[src/rtl/riscboy_ppu_lcd_seq.sv]
// riscboy_ppu_lcd_seq: hardware LCD window-update sequencer.
// Define PPU_LCD_SEQ_ABORT_EN to add the i_abort / o_aborted port pair.
module riscboy_ppu_lcd_seq #(
    parameter int W_PXDATA     = 16,
    parameter int W_COORD      = 9,
    parameter int DRAIN_CYCLES = 4
) (
    input  logic                i_clk,
    input  logic                i_rst_n,
    input  logic                i_start,
    input  logic [W_COORD-1:0]  i_x0,
    input  logic [W_COORD-1:0]  i_x1,
    input  logic [W_COORD-1:0]  i_y0,
    input  logic [W_COORD-1:0]  i_y1,
    output logic                o_busy,
    output logic                o_done,
    output logic                o_err,
    input  logic                i_px_vld,
    output logic                o_px_rdy,
    input  logic [W_PXDATA-1:0] i_px_data,
    output logic [W_PXDATA-1:0] o_pxfifo_wdata,
    output logic                o_pxfifo_wen,
    input  logic                i_pxfifo_wfull,
    input  logic                i_pxfifo_wempty,
    input  logic                i_lcd_tx_busy,
    output logic                o_lcd_cs,
    output logic                o_lcd_dc,
    output logic [4:0]          o_lcd_shamt
`ifdef PPU_LCD_SEQ_ABORT_EN
    ,
    input  logic                i_abort,
    output logic                o_aborted
`endif
);

    localparam int W_CNT  = 2 * W_COORD + 1;
    localparam int W_DCNT = $clog2(DRAIN_CYCLES + 1);
    localparam logic [W_DCNT-1:0] DCNT_LAST = W_DCNT'(DRAIN_CYCLES - 1);

    typedef enum logic [2:0] {
        S_IDLE, S_DRAIN, S_CMD, S_ARG0, S_ARG1, S_STREAM, S_FINISH
    } state_t;

    state_t             r_state, w_nstate, r_tgt, w_tgt;
    logic [1:0]         r_step;
    logic [W_COORD-1:0] r_x0, r_x1, r_y0, r_y1;
    logic [W_CNT-1:0]   r_cnt, w_n;
    logic [W_DCNT-1:0]  r_dcnt;
    logic               r_pcs, r_pdc, w_pcs, w_pdc;
    logic [4:0]         r_psh, w_psh;
    logic               r_cs, r_dc, r_busy, r_done, r_err;
    logic [4:0]         r_shamt;
    logic               w_abort, w_abort_act, w_idle, w_legal;
    logic               w_drain_hit, w_hs, w_push;
    logic [7:0]         w_cmd;
    logic [W_COORD:0]   w_dx, w_dy;

`ifdef PPU_LCD_SEQ_ABORT_EN
    logic r_abt, r_aborted;
    assign w_abort   = i_abort;
    assign o_aborted = r_aborted;
`else
    assign w_abort = 1'b0;
`endif

    assign w_abort_act = w_abort && (r_state != S_IDLE) && (r_state != S_FINISH);
    assign w_idle      = i_pxfifo_wempty && !i_lcd_tx_busy;
    assign w_legal     = (i_x1 >= i_x0) && (i_y1 >= i_y0);
    assign w_drain_hit = (r_state == S_DRAIN) && w_idle && (r_dcnt == DCNT_LAST);
    assign w_hs        = (r_state == S_STREAM) && i_px_vld && !i_pxfifo_wfull;
    assign w_dx        = {1'b0, i_x1} - {1'b0, i_x0} + (W_COORD + 1)'(1);
    assign w_dy        = {1'b0, i_y1} - {1'b0, i_y0} + (W_COORD + 1)'(1);
    assign w_n         = W_CNT'(w_dx) * W_CNT'(w_dy);
    assign w_cmd       = (r_step == 2'd0) ? 8'h2A : (r_step == 2'd1) ? 8'h2B : 8'h2C;

    // An abort seen while draining overrides the pending target and leaves the pins alone
    assign w_tgt = w_abort ? S_FINISH : r_tgt;
    assign w_pcs = w_abort ? r_cs : r_pcs;
    assign w_pdc = w_abort ? r_dc : r_pdc;
    assign w_psh = w_abort ? r_shamt : r_psh;

    // State register
    always_ff @(posedge i_clk) begin
        if (!i_rst_n) r_state <= S_IDLE;
        else          r_state <= w_nstate;
    end

    // Next-state logic
    always_comb begin
        w_nstate = r_state;
        unique case (r_state)
            S_IDLE:   if (i_start && w_legal) w_nstate = S_DRAIN;
            S_DRAIN:  if (w_drain_hit) w_nstate = w_tgt;
            S_CMD:    if (w_abort || !i_pxfifo_wfull) w_nstate = S_DRAIN;
            S_ARG0: begin
                if (w_abort)              w_nstate = S_DRAIN;
                else if (!i_pxfifo_wfull) w_nstate = S_ARG1;
            end
            S_ARG1:   if (w_abort || !i_pxfifo_wfull) w_nstate = S_DRAIN;
            S_STREAM: begin
                if (w_abort)                                w_nstate = S_DRAIN;
                else if (w_hs && r_cnt == W_CNT'(1)) w_nstate = S_DRAIN;
            end
            S_FINISH: w_nstate = S_IDLE;
            default:  w_nstate = S_IDLE;
        endcase
    end

    // FIFO write data and renderer handshake for the current state
    always_comb begin
        w_push         = 1'b0;
        o_pxfifo_wdata = '0;
        o_px_rdy       = 1'b0;
        unique case (r_state)
            S_CMD: begin
                w_push         = !w_abort;
                o_pxfifo_wdata = W_PXDATA'({w_cmd, 8'h00});
            end
            S_ARG0: begin
                w_push         = !w_abort;
                o_pxfifo_wdata = W_PXDATA'(r_step[0] ? r_y0 : r_x0);
            end
            S_ARG1: begin
                w_push         = !w_abort;
                o_pxfifo_wdata = W_PXDATA'(r_step[0] ? r_y1 : r_x1);
            end
            S_STREAM: begin
                w_push         = !w_abort && i_px_vld;
                o_pxfifo_wdata = i_px_data;
                o_px_rdy       = !i_pxfifo_wfull;
            end
            default: ;
        endcase
    end

    assign o_pxfifo_wen = w_push && !i_pxfifo_wfull;

    // Transaction context, drain counter and registered pin/status outputs
    always_ff @(posedge i_clk) begin
        if (!i_rst_n) begin
            r_cs    <= 1'b1;
            r_dc    <= 1'b0;
            r_shamt <= 5'd16;
            r_busy  <= 1'b0;
            r_done  <= 1'b0;
            r_err   <= 1'b0;
            r_tgt   <= S_CMD;
            r_step  <= 2'd0;
            r_dcnt  <= '0;
            r_pcs   <= 1'b1;
            r_pdc   <= 1'b0;
            r_psh   <= 5'd16;
            r_x0    <= '0;
            r_x1    <= '0;
            r_y0    <= '0;
            r_y1    <= '0;
            r_cnt   <= '0;
        end else begin
            r_done <= 1'b0;
            r_err  <= 1'b0;
            if (r_state != S_DRAIN) r_dcnt <= '0;
            unique case (r_state)
                S_IDLE: begin
                    if (i_start && w_legal) begin
                        r_x0   <= i_x0;
                        r_x1   <= i_x1;
                        r_y0   <= i_y0;
                        r_y1   <= i_y1;
                        r_cnt  <= w_n;
                        r_step <= 2'd0;
                        r_busy <= 1'b1;
                        r_tgt  <= S_CMD;
                        r_pcs  <= 1'b0;
                        r_pdc  <= 1'b0;
                        r_psh  <= 5'd8;
                    end else if (i_start) begin
                        r_err <= 1'b1;
                    end
                end
                S_DRAIN: begin
                    if (!w_idle)           r_dcnt <= '0;
                    else if (!w_drain_hit) r_dcnt <= r_dcnt + W_DCNT'(1);
                    if (w_drain_hit) begin
                        r_cs    <= w_pcs;
                        r_dc    <= w_pdc;
                        r_shamt <= w_psh;
                    end
                end
                S_CMD: begin
                    if (!i_pxfifo_wfull) begin
                        r_tgt <= (r_step == 2'd2) ? S_STREAM : S_ARG0;
                        r_pcs <= 1'b0;
                        r_pdc <= 1'b1;
                        r_psh <= 5'd16;
                    end
                end
                S_ARG1: begin
                    if (!i_pxfifo_wfull) begin
                        r_tgt  <= S_CMD;
                        r_step <= r_step + 2'd1;
                        r_pcs  <= 1'b0;
                        r_pdc  <= 1'b0;
                        r_psh  <= 5'd8;
                    end
                end
                S_STREAM: begin
                    if (w_hs) begin
                        r_cnt <= r_cnt - W_CNT'(1);
                        if (r_cnt == W_CNT'(1)) begin
                            r_tgt <= S_FINISH;
                            r_pcs <= r_cs;
                            r_pdc <= r_dc;
                            r_psh <= r_shamt;
                        end
                    end
                end
                S_FINISH: begin
                    r_cs   <= 1'b1;
                    r_busy <= 1'b0;
                    r_done <= 1'b1;
                end
                default: ;
            endcase
            if (w_abort_act) begin
                r_tgt <= S_FINISH;
                r_pcs <= r_cs;
                r_pdc <= r_dc;
                r_psh <= r_shamt;
            end
        end
    end

`ifdef PPU_LCD_SEQ_ABORT_EN
    // Remember whether the running transaction was cut short
    always_ff @(posedge i_clk) begin
        if (!i_rst_n) begin
            r_abt     <= 1'b0;
            r_aborted <= 1'b0;
        end else begin
            r_aborted <= 1'b0;
            if (r_state == S_IDLE) r_abt <= 1'b0;
            else if (w_abort_act)  r_abt <= 1'b1;
            if (r_state == S_FINISH) r_aborted <= r_abt;
        end
    end
`endif

    assign o_lcd_cs    = r_cs;
    assign o_lcd_dc    = r_dc;
    assign o_lcd_shamt = r_shamt;
    assign o_busy      = r_busy;
    assign o_done      = r_done;
    assign o_err       = r_err;

endmodule
[config.mk]
export PLATFORM = sky130hd
export DESIGN_NAME = riscboy_ppu_lcd_seq
export DESIGN_NICKNAME = d
export VERILOG_FILES = /design/src/rtl/riscboy_ppu_lcd_seq.sv
export SDC_FILE = /design/constraint.sdc
export NUM_CORES = 1
export LEC_CHECK = 0
export CAP_MARGIN = 20
export CELL_PAD_IN_SITES_DETAIL_PLACEMENT = 0
export CELL_PAD_IN_SITES_GLOBAL_PLACEMENT = 1
export CORE_MARGIN = 1
export CORE_UTILIZATION = 25
export DETAILED_ROUTE_END_ITERATION = 8
export PLACE_DENSITY = 0.54
export SLEW_MARGIN = 20
export SYNTH_ARGS = -nofsm -noshare
export SYNTH_HDL_FRONTEND = slang
export SYNTH_SLANG_ARGS = --single-unit
export TNS_END_PERCENT = 10
[constraint.sdc]
create_clock -name i_clk -period 20.5 [get_ports i_clk]
set_input_delay 4.1 -clock i_clk [delete_from_list [all_inputs] [get_ports i_clk]]
set_output_delay 4.1 -clock i_clk [all_outputs]
set_load 0.02 [all_outputs]
# == Word-level counts from Yosys, hierarchy flattened ==
# Index checks and enable logic that the tools add are counted.
# totals
ff_bits,83
in_bits,59
output_inout_bits,28
wordCells,132
# op_classes
add_sub_neg,7
mul,1
order_cmp,2
n_eq_ne,20
n_mux,51
bitwise_logic,2
reduce_logical,31
# op_table
operator,n
16-bit one-hot mux with 4 select lines,1
3-bit two-way mux,17
19-bit two-way mux,2
19-bit one-hot mux with 2 select lines,1
5-bit two-way mux,5
10-bit by 1-bit adder with 10-bit output (second input constant),2
5-bit one-hot mux with 4 select lines,1
9-bit by 9-bit subtractor with 10-bit output,2
19-bit by 1-bit == test with 1-bit output (second input constant),1
10-bit by 10-bit multiplier with 19-bit output,1
19-bit by 1-bit subtractor with 19-bit output (second input constant),1
9-bit greater-or-equal comparator,2
9-bit two-way mux,2
3-bit one-hot mux with 5 select lines,1
2-bit != test (second input constant),7
1-bit two-way mux,12
3-bit one-hot mux with 4 select lines,1
5-bit AND reduction,2
3-bit by 2-bit == test with 1-bit output (second input constant),3
3-bit == test (second input constant),3
1-bit logical AND,9
2-bit AND reduction,4
2-bit nonzero test,4
1-bit one-hot mux with 2 select lines,3
other kinds (21),27

# == Logic depth before layout (Yosys ltp) ==
# Gate-level depths: netlist (run 1).
# logic_depth
ltp_word,7
depth_mapped,30

# == Least setup slack after synthesis (run 1) ==
# No wires, ideal clock.
# synth_timing
path_kind,input -> register
startpoint,input i_y0[1]
endpoint,register r_cnt[18]
arrival_time_ns,10.681
required_time_ns,20.382
path_slack_ns,9.701
cell_stages,29
path_buffers,1
cell_sequence,inv_1 ha_1 inv_1 ha_1 inv_1 fa_1 nand2b_1 a2111oi_0 or3_1 nand4_1 and2_1 clkbuf_1 nand2b_1 fa_1 fa_1 inv_1 fa_1 fa_1 inv_1 fa_1 inv_1 ha_1 o21a_1 o21ai_0 o221ai_1 a221oi_1 xnor2_1 xnor2_1 o2bb2ai_1
# synth_between
elab_chain_cells,5
# synth_rtl
item,line_no,rtl
"start, declared",13,"input logic [W_COORD-1:0] i_y0,"
9-bit by 9-bit subtractor with 10-bit output or 9-bit greater-or-equal comparator (tied branches),"72, 68",
10-bit by 1-bit adder with 10-bit output or 1-bit logical AND (tied branches),"72, 68",
10-bit by 10-bit multiplier with 19-bit output or 1-bit logical AND (tied branches),"73, 164",
19-bit two-way mux or 2-bit != test (tied branches),--,
19-bit one-hot mux with 2 select lines or 3-bit AND reduction (tied branches),--,
"end signal, assigned",169,r_cnt <= w_n;
"end signal, assigned",208,r_cnt <= r_cnt - W_CNT'(1);
"end, declared",47,"logic [W_CNT-1:0] r_cnt, w_n;"
# Several ways; a longest one is shown, not always the timed one. The select of a mux whose other input is x is not followed.
# A chain may end at the register's enable or synchronous reset.

# == Worst setup path after layout (run 1) ==
# Same ends and word-level chain as after synthesis.

==> results.toml, run 1 <==
[cts]
post_cts_hold_buffer_count = 0
clk_path_buf_depth = 2
numClockSinks = 83
ctsResizeCount = 0
cts-buffers-inserted = 9
clock_pin_slew_on_the_worst_setup_and_hold_paths_ps = 80
clock_tree.root_cell = "sky130_fd_sc_hd__clkbuf_16"
tritoncts = "done"
worstSkewPairLatency_ps = 360
htree_num_levels = 3
cts_setup_buffers = 0

[detailed_routing]
drt-vias-per-instance = 4.61
route.detailed.wl_per_inst_microns = 15.7
detailroute.via_count = 7119
drt_wl_total_microns = 24300
drt_first_pass_iters = 4
route.antenna.remaining_nets = 0
drt-initial-drc-count = 249
drc_errors = 0

[worst_setup_path]
cp-endpoint = "r_cnt[18]"
timing.critical_path.slowest_stage_cell = "sky130_fd_sc_hd__a2111oi_0"
end_of_the_worst_register_to_register_path = "r_psh[3]"
critPathMaxStageDelay_ps = 560
timing.critical_path.required_ps = 20750
worst_ep_arrival_time_ps = 11680
critical_path_buf_inv_count = 7
setup.reg_to_reg.worst_slack_ps = 17560
setup.worst_path.start = "i_y0[1]"
end_kind = "flip-flop"
worst-setup-path-type = "in2reg"
crit_fanout = 9
setup.worst_path.start_class = "input pin"
critical_path.top_delay_family = "adder cells"
ff2ff_path_depth = 7
worst-path-stages = 29
timing.rr.start = "r_cnt[2]"

[placement]
io_buffers = 86
post-dp-hpwl_microns = 19300
gp_congestion = 0.767

[global_routing]
number_of_antenna_violations_at_the_first_check_in_global_routing = 0
gr-max-usage-layer = "met2"
grt.met1_usage = 0.198
global_route_track_usage_on_met3 = 0.0197
grt_pass1_wl_microns = 39700
groute.usage.overall = 0.144
grt_start_max_net_pins = 57
grt-ovfl-total = 0
number_of_global_route_vias_before_repair = 7220
groute.layer.met2.usage = 0.236

[die]
fp.dieW_microns = 187
floorplan.core_area_sq_mm = 0.0336
overall_die_area_sq_mm = 0.0350
initial_core_util = 0.254
floorplan.io_pins = 87
floorplan.die.height_microns = 187
placementRows = 67

[final_layout]
area_growth_pct = 19.5
layout.cells.most_common = "sky130_fd_sc_hd__inv_1"
fraction_of_layout_cells_with_a_size_suffix_above_1 = 0.0456
antennaDiodeCount = 0
design.final.nets = 1317
layout.cells.most_common_list = "sky130_fd_sc_hd__inv_1 (137), sky130_fd_sc_hd__nor2_1 (130), sky130_fd_sc_hd__ha_1 (98)"

[yosys]
synthesis_warnings = 0
synth_seq_cells = 83
synth_ff_type = "sky130_fd_sc_hd__dfxtp_1"
number_of_enable_flip_flop_cells_after_synthesis = 0
syn_inst = 1019
synthesis.nets = 1245
netlist-cell-type-count = 66
post_synthesis_async_set_or_reset_flop_share = 0
mappedNetlistArea_sq_mm = 0.00855
yosysSeqAreaShare = 0.194
post_synth.cell_area_avg_sq_um = 8.39

[sta]
slew_at_the_pin_closest_to_its_max_slew_limit_ps = 988
achievable-frequency_ghz = 0.0875
hold_viol = 0
setup_viol = 0
rsz0062_at_grt = "no"
slew_violations = 0
setup_total_negative_slack_ps = 0
fin_crit_sh = 0.557
final.setup_skew_ps = 12.7
slew_headroom = 0.337
timing.final.crit_period_ps = 11430

[hold_path]
worst_hold_path_type = "reg2reg"

[outcome]
status = "complete, no violations"

[flow_run]
maxCapViolations = 0
-- cell usage after synthesis (all sizes together), types with 4 or more instances --
| master | number | area [sq um] |
|---|---|---|
| inv | 138 | 518 |
| nor2 | 131 | 494 |
| ha | 98 | 1230 |
| dfxtp | 83 | 1660 |
| nand2 | 75 | 282 |
| fa | 69 | 1380 |
| mux2i | 64 | 641 |
| a21oi | 48 | 240 |
| o21ai | 31 | 155 |
| xnor2 | 28 | 245 |
| clkbuf | 26 | 97.6 |
| nand2b | 18 | 113 |
| nor3 | 18 | 90.1 |
| nand3 | 12 | 60.1 |
| a211oi | 10 | 75.1 |
| buf | 10 | 47.6 |
| or2 | 10 | 62.6 |
| or3 | 10 | 62.6 |
| and2 | 9 | 56.3 |
| nor2b | 9 | 56.3 |
| o221ai | 9 | 78.8 |
| a21o | 8 | 60.1 |
| nand4 | 8 | 50.1 |
| xor2 | 8 | 70.1 |
| a31oi | 7 | 43.8 |
| o22ai | 6 | 37.5 |
| o31ai | 6 | 58.8 |
| nand3b | 5 | 37.5 |
| o211ai | 5 | 37.5 |
| o21bai | 5 | 37.5 |
| and3 | 4 | 25.0 |
| nor3b | 4 | 35.0 |
| o31a | 4 | 35.0 |
-- worst min-delay path by stage --
stage | start | end | slack, ps | depth (start not counted)
3_5_place_dp | r_psh[3] | r_psh[3] | 440 | 2
2_1_floorplan | r_psh[3] | r_psh[3] | 430 | 2
4_1_cts | r_psh[3] | r_psh[3] | 450 | 2
5_1_grt | r_psh[1] | r_psh[1] | 470 | 2
3_3_place_gp | r_psh[1] | r_psh[1] | 440 | 2
6_report | r_psh[3] | r_psh[3] | 460 | 2
-- metal layers --
layer / wire length, microns / vias up
li1: - / 3567
met1: 12100 / 3453
met2: 11300 / 85
met3: 564 / 14
met4: 295 / 0
met5: 0 / -
-- metrics by stage --
step	utilization	hold slack [ps]	instance area [sq um]	instances	setup slack, ps
after floorplan	-	431	8550	1019	9700
after global routing	0.304	470	10200	1544	8510
after global placement	0.295	440	9920	1528	8800
final	0.304	456	10200	1544	9070
after CTS	0.304	455	10200	1544	9050
after detailed placement	0.295	443	9920	1528	8660
-- state kept, by name (all words and copies together) (netlist names) --
register / cells
o_lcd_dc: 1
r_cnt: 19
o_done: 1
r_y0: 9
r_x1: 9
r_psh: 5
o_lcd_cs: 1
r_pdc: 1
o_err: 1
r_x0: 9
o_busy: 1
r_pcs: 1
r_step: 2
r_state: 3
o_lcd_shamt: 5
r_tgt: 3
r_y1: 9
r_dcnt: 3
-- worst min-delay path, stage by stage, from the launching register on --
cell and delay (ps):
sky130_fd_sc_hd__dfxtp_1 310, sky130_fd_sc_hd__nand2_1 50, sky130_fd_sc_hd__a21oi_1 50
-- logic make-up after synthesis --
logic type / after synthesis / share of synthesized area
compound gates: 170 / 0.133
xor+xnor: 36 / 0.0369
fa+ha+maj: 167 / 0.305
buf+inv: 174 / 0.0775
flops: 83 / 0.194
mux: 64 / 0.0749
simple gates: 325 / 0.179
-- layout make-up --
cell class | count | area, sq um
Clock inverter | 7 | 76.3
Timing Repair Buffer | 97 | 943
Fill cell | 3575 | 23400
Inverter | 138 | 518
Sequential cell | 83 | 1660
Multi-Input combinational cell | 762 | 6230
Tap cell | 448 | 561
Clock buffer | 9 | 225
Power of run 1 is left out: the tool's default activity adds up to more than one toggle a clock period on the data nets, which glitch-free logic cannot reach.
==> inputs of run 2 (changes only) <==
--- a/config.mk
+++ b/config.mk
@@ -11,7 +11,7 @@
 export CORE_MARGIN = 1
 export CORE_UTILIZATION = 25
 export DETAILED_ROUTE_END_ITERATION = 8
-export PLACE_DENSITY = 0.54
+export PLACE_DENSITY = 0.56
 export SLEW_MARGIN = 20
 export SYNTH_ARGS = -nofsm -noshare
 export SYNTH_HDL_FRONTEND = slang
==> constraint.sdc (replaced) <==
create_clock -name i_clk -period 9.7 [get_ports i_clk]
set_input_delay 1.94 -clock i_clk [delete_from_list [all_inputs] [get_ports i_clk]]
set_output_delay 1.94 -clock i_clk [all_outputs]
set_load 0.02 [all_outputs]
==> results.toml, run 2 (synthesis gave the netlist of run 1 again) <==
[worst_setup_path]
worst-setup-path-type = "in2reg"
setup.worst_path.start_class = "input pin"
critical_path_buf_inv_count = 7
timing.critical_path.slowest_stage_cell = "sky130_fd_sc_hd__a2111oi_0"
worst_ep_arrival_time_ps = 9430
timing.rr.start = "r_state[0]"
setup.reg_to_reg.worst_slack_ps = 6710
end_of_the_worst_register_to_register_path = "r_state[2]"
critPathMaxStageDelay_ps = 580
end_kind = "flip-flop"
ff2ff_path_depth = 7
critical_path.top_delay_family = "adder cells"
crit_fanout = 4
timing.critical_path.required_ps = 9960

[sta]
setup_viol = 0
hold_viol = 0
achievable-frequency_ghz = 0.109
slew_at_the_pin_closest_to_its_max_slew_limit_ps = 880
final.setup_skew_ps = 11.1
slew_violations = 0
setup_total_negative_slack_ps = 0
timing.final.crit_period_ps = 9180
fin_crit_sh = 0.946
slew_headroom = 0.413
rsz0062_at_grt = "no"

[detailed_routing]
drt-initial-drc-count = 310
route.antenna.remaining_nets = 0
detailroute.via_count = 7169
drt_wl_total_microns = 24200
route.detailed.wl_per_inst_microns = 15.6
drt_first_pass_iters = 5
drc_errors = 0
drt-vias-per-instance = 4.61

[cts]
numClockSinks = 83
tritoncts = "done"
ctsResizeCount = 0
htree_num_levels = 3
clock_tree.root_cell = "sky130_fd_sc_hd__clkbuf_16"
worstSkewPairLatency_ps = 360
clock_pin_slew_on_the_worst_setup_and_hold_paths_ps = 80
cts_setup_buffers = 0
post_cts_hold_buffer_count = 0
clk_path_buf_depth = 2
cts-buffers-inserted = 9

[final_layout]
antennaDiodeCount = 0
layout.cells.most_common_list = "sky130_fd_sc_hd__inv_1 (137), sky130_fd_sc_hd__nor2_1 (130), sky130_fd_sc_hd__ha_1 (98)"
design.final.nets = 1329
fraction_of_layout_cells_with_a_size_suffix_above_1 = 0.0560
max_flop_register = "r_cnt"
layout.cells.most_common = "sky130_fd_sc_hd__inv_1"
largest_reg_flops = 19
area_growth_pct = 20.5

[hold_path]
min_to = "r_psh[2]"
hold_depth = 2
worst_hold_path_type = "reg2reg"
holdCritStartpoint = "r_psh[2]"

[die]
overall_die_area_sq_mm = 0.0350
floorplan.io_pins = 87
floorplan.core_area_sq_mm = 0.0336
initial_core_util = 0.254
fp.dieW_microns = 187
placementRows = 67
floorplan.die.height_microns = 187

[flow_run]
maxCapViolations = 0

[placement]
gp_congestion = 0.774
post-dp-hpwl_microns = 19400
io_buffers = 86

[outcome]
status = "complete, no violations"

[global_routing]
groute.usage.overall = 0.141
grt_pass1_wl_microns = 39100
number_of_global_route_vias_before_repair = 7202
grt_start_max_net_pins = 57
number_of_antenna_violations_at_the_first_check_in_global_routing = 0
grt-ovfl-total = 0
run 2: cell count changes in the layout (fill, tap and decap cells not counted):
| cell | change |
|---|---|
| sky130_fd_sc_hd__inv_8 | -1 |
| sky130_fd_sc_hd__buf_4 | +12 |
| sky130_fd_sc_hd__clkinv_4 | +1 |
run 2: worst max path at each step:
stage / startpoint / end / slack, ps / cells past startpoint
6_report: i_y0[1] / r_cnt[18] / 520 / 29
3_5_place_dp: i_y0[1] / r_cnt[18] / 80 / 29
4_1_cts: i_y0[1] / r_cnt[18] / 470 / 29
5_1_grt: i_y0[1] / r_cnt[16] / 30 / 29
3_3_place_gp: i_y0[1] / r_cnt[18] / 180 / 29
2_1_floorplan: i_y0[1] / r_cnt[18] / 1060 / 29
run 2: metrics by stage:
stage | util | setup slack [ps] | instances | hold WS (ps) | instance area (sq um)
2_1_floorplan | - | 1060 | 1019 | 431 | 8550
3_3_place_gp | 0.298 | 182 | 1540 | 439 | 10000
3_5_place_dp | 0.298 | 75.0 | 1540 | 444 | 10000
4_1_cts | 0.307 | 468 | 1556 | 456 | 10300
5_1_grt | 0.307 | 28.1 | 1556 | 473 | 10300
6_report | 0.307 | 523 | 1556 | 451 | 10300
run 2: tightest hold or removal path: stages (launching register included):
cell and delay (ps):
sky130_fd_sc_hd__dfxtp_1 310, sky130_fd_sc_hd__nand2_1 50, sky130_fd_sc_hd__a21oi_1 50
run 2: final cells by class:
class / count / area (sq um)
multi-input cells: 762 / 6230
clock inverters: 7 / 73.8
repair buffers: 109 / 1030
fillers: 3613 / 23300
inverters: 138 / 518
clock buffers: 9 / 225
well taps: 448 / 561
flip-flops and latches: 83 / 1660
run 2: layer usage:
layer  routed length [microns]  track usage
met1                     11900        0.192
met2                     11300        0.233
met3                       797       0.0244
met4                       245       0.0315
met5                         0            0
Power of run 2 is left out for the same reason.
==> inputs of run 3 (changes only) <==
--- a/config.mk
+++ b/config.mk
@@ -9,9 +9,9 @@
 export CELL_PAD_IN_SITES_DETAIL_PLACEMENT = 0
 export CELL_PAD_IN_SITES_GLOBAL_PLACEMENT = 1
 export CORE_MARGIN = 1
-export CORE_UTILIZATION = 25
+export CORE_UTILIZATION = 40
 export DETAILED_ROUTE_END_ITERATION = 8
-export PLACE_DENSITY = 0.56
+export PLACE_DENSITY = 0.81
 export SLEW_MARGIN = 20
 export SYNTH_ARGS = -nofsm -noshare
 export SYNTH_HDL_FRONTEND = slang
==> results.toml, run 3 (synthesis gave the netlist of run 1 again) <==
[cts]
tritoncts = "done"
worstSkewPairLatency_ps = 360
htree_num_levels = 3
clk_path_buf_depth = 2
clock_pin_slew_on_the_worst_setup_and_hold_paths_ps = 70
cts-buffers-inserted = 9
ctsResizeCount = 0
clock_tree.root_cell = "sky130_fd_sc_hd__clkbuf_16"
numClockSinks = 83
post_cts_hold_buffer_count = 0
cts_setup_buffers = 0

[die]
floorplan.core_area_sq_mm = 0.0210
fp.dieW_microns = 148
floorplan.die.height_microns = 148
floorplan.io_pins = 87
overall_die_area_sq_mm = 0.0220
initial_core_util = 0.407
placementRows = 53

[worst_setup_path]
end_kind = "flip-flop"
worst-setup-path-type = "in2reg"
timing.critical_path.slowest_stage_cell = "sky130_fd_sc_hd__a2111oi_0"
ff2ff_path_depth = 6
timing.critical_path.required_ps = 9940
crit_fanout = 6
worst_ep_arrival_time_ps = 9300
critPathMaxStageDelay_ps = 580
setup.worst_path.start_class = "input pin"

[detailed_routing]
route.antenna.remaining_nets = 0
drc_errors = 0
drt-vias-per-instance = 5.19
detailroute.via_count = 7171
drt-initial-drc-count = 354
route.detailed.wl_per_inst_microns = 15.5
drt_first_pass_iters = 5
drt_wl_total_microns = 21400

[placement]
gp_congestion = 0.858
io_buffers = 86
post-dp-hpwl_microns = 17200

[final_layout]
max_flop_register = "r_cnt"
largest_reg_flops = 19
design.final.nets = 1327
final.fill_count = 2058
fraction_of_layout_cells_with_a_size_suffix_above_1 = 0.0542
area_growth_pct = 17.9
layout.cells.most_common = "sky130_fd_sc_hd__inv_1"
antennaDiodeCount = 0
layout.cells.most_common_list = "sky130_fd_sc_hd__inv_1 (137), sky130_fd_sc_hd__nor2_1 (130), sky130_fd_sc_hd__ha_1 (98)"

[global_routing]
grt-ovfl-total = 0
number_of_global_route_vias_before_repair = 7024
groute.usage.overall = 0.204
number_of_antenna_violations_at_the_first_check_in_global_routing = 0
grt_pass1_wl_microns = 35800
grt_start_max_net_pins = 57

[sta]
timing.final.crit_period_ps = 9060
slew_at_the_pin_closest_to_its_max_slew_limit_ps = 1010
achievable-frequency_ghz = 0.110
setup_viol = 0
final.setup_skew_ps = 16.0
setup_total_negative_slack_ps = 0
fin_crit_sh = 0.934
slew_headroom = 0.323
slew_violations = 0
hold_viol = 0
rsz0062_at_grt = "no"

[hold_path]
worst_hold_path_type = "reg2reg"
hold_depth = 2

[outcome]
status = "complete, no violations"

[flow_run]
maxCapViolations = 0
[run 3: cell count changes in the layout (fill, tap and decap cells not counted)]
| cell | previous run | this run |
|---|---|---|
| sky130_fd_sc_hd__a2111oi_1 | 0 | 1 |
| sky130_fd_sc_hd__inv_6 | 2 | 1 |
| sky130_fd_sc_hd__clkinv_8 | 1 | 2 |
| sky130_fd_sc_hd__buf_4 | 23 | 21 |
| sky130_fd_sc_hd__a2111oi_0 | 3 | 2 |
[run 3: path summary, 6_finish.rpt]
check / start / endpoint / slack (ps)
max: i_y0[1] / r_cnt[17] / 640
min: r_psh[0] / r_psh[0] / 450
max reg2reg: r_state[0] / r_cnt[3] / 6040
min reg2reg: r_psh[0] / r_psh[0] / 450
[run 3: layout make-up]
class	count	area [sq um]	area share
Clock buffer	9	225	0.0223
Clock inverter	7	81.3	0.00807
Inverter	138	518	0.0514
Multi-Input combinational cell	762	6230	0.618
Sequential cell	83	1660	0.165
Tap cell	275	344	0.0341
Timing Repair Buffer	107	1020	0.101
[run 3: worst max-delay path: cells and delay by family]
kind	cells	cell delay, ps
AOI/OAI and AO/OA	5	1650
xor gates and xnor gates	1	140
adders and majority gates	9	3720
buffers and inverters	7	830
and+or+nand+nor	7	1000
[run 3: stage by stage]
step	std cells	hold slack [ps]	setup slack (ps)	cell area, sq um	util
2_1_floorplan	1019	431	1060	8550	-
3_3_place_gp	1365	437	285	9780	0.465
3_5_place_dp	1365	447	245	9780	0.465
4_1_cts	1381	458	609	10100	0.480
5_1_grt	1381	482	74.5	10100	0.480
6_report	1381	455	643	10100	0.480
[run 3: per-layer routing]
layer  vias up  track usage  wire length [microns]
met2       180        0.326                   9780
li1       3582            -                      -
met3        21       0.0374                   1120
met5         -            0                      0
met4         0       0.0562                    352
met1      3388        0.280                  10200
Power of run 3 is left out for the same reason.
